$ cat src/rtl/bcd_counter_param.sv
// bcd_counter_param: multi-digit BCD up/down counter with load, snapshot hold and cascade carry.
// Optional macro BCD_COUNTER_SATURATE_EN: saturate at the range limits instead of wrapping.
module bcd_counter_param #(
    parameter int DIGITS         = 6,
    parameter int HOLD_RESET_VAL = 0
) (
    input  logic                F_IN,
    input  logic                RST_N,
    input  logic                ENA,
    input  logic                CLR,
    input  logic                UP,
    input  logic                LOAD,
    input  logic [4*DIGITS-1:0] D_IN,
    input  logic                LATCH,
    output logic [4*DIGITS-1:0] Q,
    output logic [4*DIGITS-1:0] Q_HOLD,
    output logic                CARRY,
    output logic                CASC
);
    localparam int W = 4*DIGITS;

    function automatic logic [W-1:0] to_bcd(input longint v);
        logic [W-1:0] r;
        longint t;
        r = '0;
        t = v;
        for (int i = 0; i < DIGITS; i++) begin
            r[4*i+:4] = 4'(t % 10);
            t = t / 10;
        end
        return r;
    endfunction

    localparam logic [W-1:0] HOLD_INIT = to_bcd(longint'(HOLD_RESET_VAL));

    logic [W-1:0] q_cnt, q_ld;
    logic lim, adv, wrap;

    // lim ripples up the digits: a digit steps only while every lower digit sits at its limit
    always_comb begin
        q_cnt = Q;
        q_ld  = D_IN;
        lim   = 1'b1;
        for (int k = 0; k < DIGITS; k++) begin
            q_ld[4*k+:4] = D_IN[4*k+:4] > 4'd9 ? 4'd9 : D_IN[4*k+:4];
            if (lim)
                q_cnt[4*k+:4] = UP ? (Q[4*k+:4] == 4'd9 ? 4'd0 : Q[4*k+:4] + 4'd1)
                                   : (Q[4*k+:4] == 4'd0 ? 4'd9 : Q[4*k+:4] - 4'd1);
            lim = lim & (Q[4*k+:4] == (UP ? 4'd9 : 4'd0));
        end
    end

`ifdef BCD_COUNTER_SATURATE_EN
    logic sat;

    // sat remembers that the limit was already hit, so CARRY pulses only on the first attempt
    always_ff @(posedge F_IN or negedge RST_N)
        if (!RST_N)
            sat <= 1'b0;
        else if (CLR | LOAD)
            sat <= 1'b0;
        else if (ENA)
            sat <= lim;

    assign adv  = ENA & ~lim;
    assign wrap = ENA & lim & ~sat;
    assign CASC = 1'b0;
`else
    assign adv  = ENA;
    assign wrap = ENA & lim;
    assign CASC = ENA & ~CLR & ~LOAD & lim;
`endif

    always_ff @(posedge F_IN or negedge RST_N)
        if (!RST_N) begin
            Q      <= '0;
            Q_HOLD <= HOLD_INIT;
            CARRY  <= 1'b0;
        end else begin
            if (LATCH)
                Q_HOLD <= Q;
            CARRY <= ~CLR & ~LOAD & wrap;
            if (CLR)
                Q <= '0;
            else if (LOAD)
                Q <= q_ld;
            else if (adv)
                Q <= q_cnt;
        end
endmodule

$ cat config.mk
export PLATFORM = sky130hd
export DESIGN_NAME = bcd_counter_param
export DESIGN_NICKNAME = d
export VERILOG_FILES = /design/src/rtl/bcd_counter_param.sv
export SDC_FILE = /design/constraint.sdc
export NUM_CORES = 1
export LEC_CHECK = 0
export CAP_MARGIN = 30
export CORE_AREA = 2 2 87 89
export CTS_CLUSTER_DIAMETER = 200
export CTS_CLUSTER_SIZE = 24
export DETAILED_ROUTE_END_ITERATION = 6
export DIE_AREA = 0 0 89 91
export PLACE_DENSITY = 0.88
export RECOVER_POWER = 25
export SLEW_MARGIN = 5
export SYNTH_ARGS = -nofsm -noshare
export SYNTH_HDL_FRONTEND = slang
export SYNTH_SLANG_ARGS = --single-unit
$ cat constraint.sdc
create_clock -name F_IN -period 6.1 [get_ports F_IN]
set_input_delay 1.525 -clock F_IN [delete_from_list [all_inputs] [get_ports F_IN]]
set_output_delay 1.525 -clock F_IN [all_outputs]
set_load 0.02 [all_outputs]
==> run summary <==
Setup CP Type = in -> out
min-delay worst type = reg -> reg
flops & latches, synth = 49
Final Hold Viols = 0
nets@finish = 504
Initial Utilization = 50.1%
Worst Path Max Fanout = 4
# setup viols final = 0
dominant cells by area after synthesis = dfrtp_1 34%, ha_1 8.7%, mux2_2 7.9%, a21oi_1 4.2%, inv_1 2.8%
Layout fillers = 599
total power = 0.000850 W
Seq/Total Area, Yosys = 34.3%
Post-Syn Instances = 384
Synth Cell Area = 3580 sq um
TritonCTS buffer count = 5
Placement Setup Slack = 242 ps
initial antenna violation count = 0
EDFF count, synth = 0
HPWL after DPL = 6500 um
worst setup margin = 217 ps
DR vias = 3,261
Core ar. = 7140 sq um
I/O Pins = 81
Synth Net Count = 440
Clock Path Buffers = 2
Worst Max-Slew Pin Slew = 2620 ps
Final period util = 96.4%
setup bufs post-CTS = 0
Seq. cell area = 1230 sq um
CTS Hold Bufs = 0
Area Overhead vs Synth = 26.1%
Highest Clock Rate = 0.170 GHz
violated checks = capacitance limit, slew limit
htree depth = 2
DIE AREA = 8100 sq um
pwr/cell area = 188 nW/um^2
setup TNS = 0 ps
Overall Global Routing Usage = 23.7%
vias in the first global route = 3,264
global route overflow = 0
Placer Congestion = 0.900
top_reg_cell synth = dfrtp_1
share of cells above drive strength 1 = 11.0%
Antenna Nets Post-Route = 0
clock-pin slew on the worst setup and hold paths = 80 ps
residual DRC count = 0
Lkg Pwr = 1.89 nW
Die X = 89 um
Final Slew Violations = 50
VDD IR max = 105 uV
Tmin final = 5880 ps
status = complete, but fails checks
IO buf count = 80
row count = 31
post-synthesis async set-or-reset flop share = 100%
MaxCap Viol Count = 1
post-synth top area share = 34.3%
Mean Syn Cell Area = 9.32 sq um
Unique masters post-synth = 60
Die Y = 91 um
first-pass GRT wire length = 15,500 um
clk_lat worst skew = 300 ps
crit path capture type = output pin
Syn. warnings = 0
post-CTS resize count = 0
top cells by count, synth = 49 x dfrtp_1, 30 x a21oi_1, 27 x inv_1
most frequent cell after synthesis = dfrtp_1
CTS tree = done
largest net degree at the start of global routing = 50
max_slew headroom = -74.7%
DR WL/cell = 16.8 um
WP data required = 4580 ps
critical path launch point type = input pin
Iteration-0 DRC Markers = 223
WL final = 9150 um
vias per cell = 5.97
RSZ-0062 raised after global routing = false
CP Data Arrival Time = 4360 ps
Setup Skew = 12.9 ps
Final Util = 63.2%
Multi-input gate area = 2110 sq um
# clock sinks = 49
CTS Root Cell = clkbuf_8
DRT Pass-1 Iters = 5
cell type with the highest aggregate area in the netlist = dfrtp_1
Antenna diodes = 0
==> layout by cell type (no fill, tap or decap), types with 7 or more instances in the layout <==
| cell | synthesis | routed |
|---|---|---|
| clkdlybuf4s50_1 | 0 | 79 |
| dfrtp_1 | 49 | 49 |
| a21oi_1 | 30 | 30 |
| inv_1 | 27 | 27 |
| mux2_2 | 25 | 25 |
| ha_1 | 25 | 25 |
| nor2_1 | 21 | 21 |
| o21ai_0 | 18 | 18 |
| nand3_1 | 16 | 16 |
| nand2_1 | 14 | 14 |
| nand2b_1 | 10 | 10 |
| nor3_1 | 8 | 8 |
| a211oi_1 | 7 | 7 |
| o31ai_1 | 7 | 7 |
==> path summary, 6_finish.rpt <==
kind                       depth (start not counted)  slack [ps]    endpoint       start
setup / recovery                                   8         220        CASC          UP
hold / removal                                     1         510  Q_HOLD[16]  Q_HOLD[16]
setup reg to reg                                   7        3140       Q[14]        Q[0]
hold reg to reg                                    1         510  Q_HOLD[16]  Q_HOLD[16]
max in group asynchronous                          2        2480   Q_HOLD[8]       RST_N
min in group asynchronous                          2        2140  Q_HOLD[20]       RST_N
==> power breakdown <==
| part | switching, W | leakage, nW | internal, W |
|---|---|---|---|
| Sequential | 0.0000432 | 0.645 | 0.000351 |
| Clock | 0.000105 | 0.0399 | 0.0000758 |
| Combinational | 0.000139 | 1.20 | 0.000136 |
==> layout make-up <==
class / count / area share (%)
clock inverters: 1 / 0.111
inverters: 27 / 2.25
flip-flops and latches: 49 / 27.2
multi-input cells: 277 / 46.9
well taps: 99 / 2.75
clock buffers: 5 / 1.53
repair buffers: 88 / 19.3
==> cells by family (layout without fill, tap and decap cells) <==
group | Yosys count | in the layout | share of synthesized area (%)
compound gates | 119 | 119 | 24.4
fa+ha+maj | 25 | 25 | 8.74
xor+xnor | 3 | 3 | 0.735
mux | 32 | 32 | 10.2
simple gates | 98 | 98 | 15.0
buf+inv | 58 | 121 | 6.61
flops | 49 | 49 | 34.3
==> layer usage <==
metal	wire [um]	up-vias	track usage [%]
li1	-	1549	-
met1	3960	1588	32.8
met2	4560	108	37.9
met3	455	16	2.55
met4	174	0	8.83
met5	0	-	0
==> flip-flops by register name, indices dropped and copies added, names as in the netlist <==
register and flops:
Q 24, Q_HOLD 24, CARRY 1
==> metrics by stage <==
stage	cell area (sq um)	hold WS, ps	cells
6_report	4510	511	546
5_1_grt	4510	532	546
4_1_cts	4520	514	546
3_5_place_dp	4440	494	540
3_3_place_gp	4410	489	539
2_1_floorplan	3580	636	384
==> critical path, stage by stage <==
cell and delay, ps:
clkdlybuf4s50_1 530, inv_1 80, ha_1 270, or4b_1 550
a2111oi_4 470, nand4_2 170, nor2_1 150, clkdlybuf4s50_1 610
Note: power is estimated with default switching activity, not from simulation.
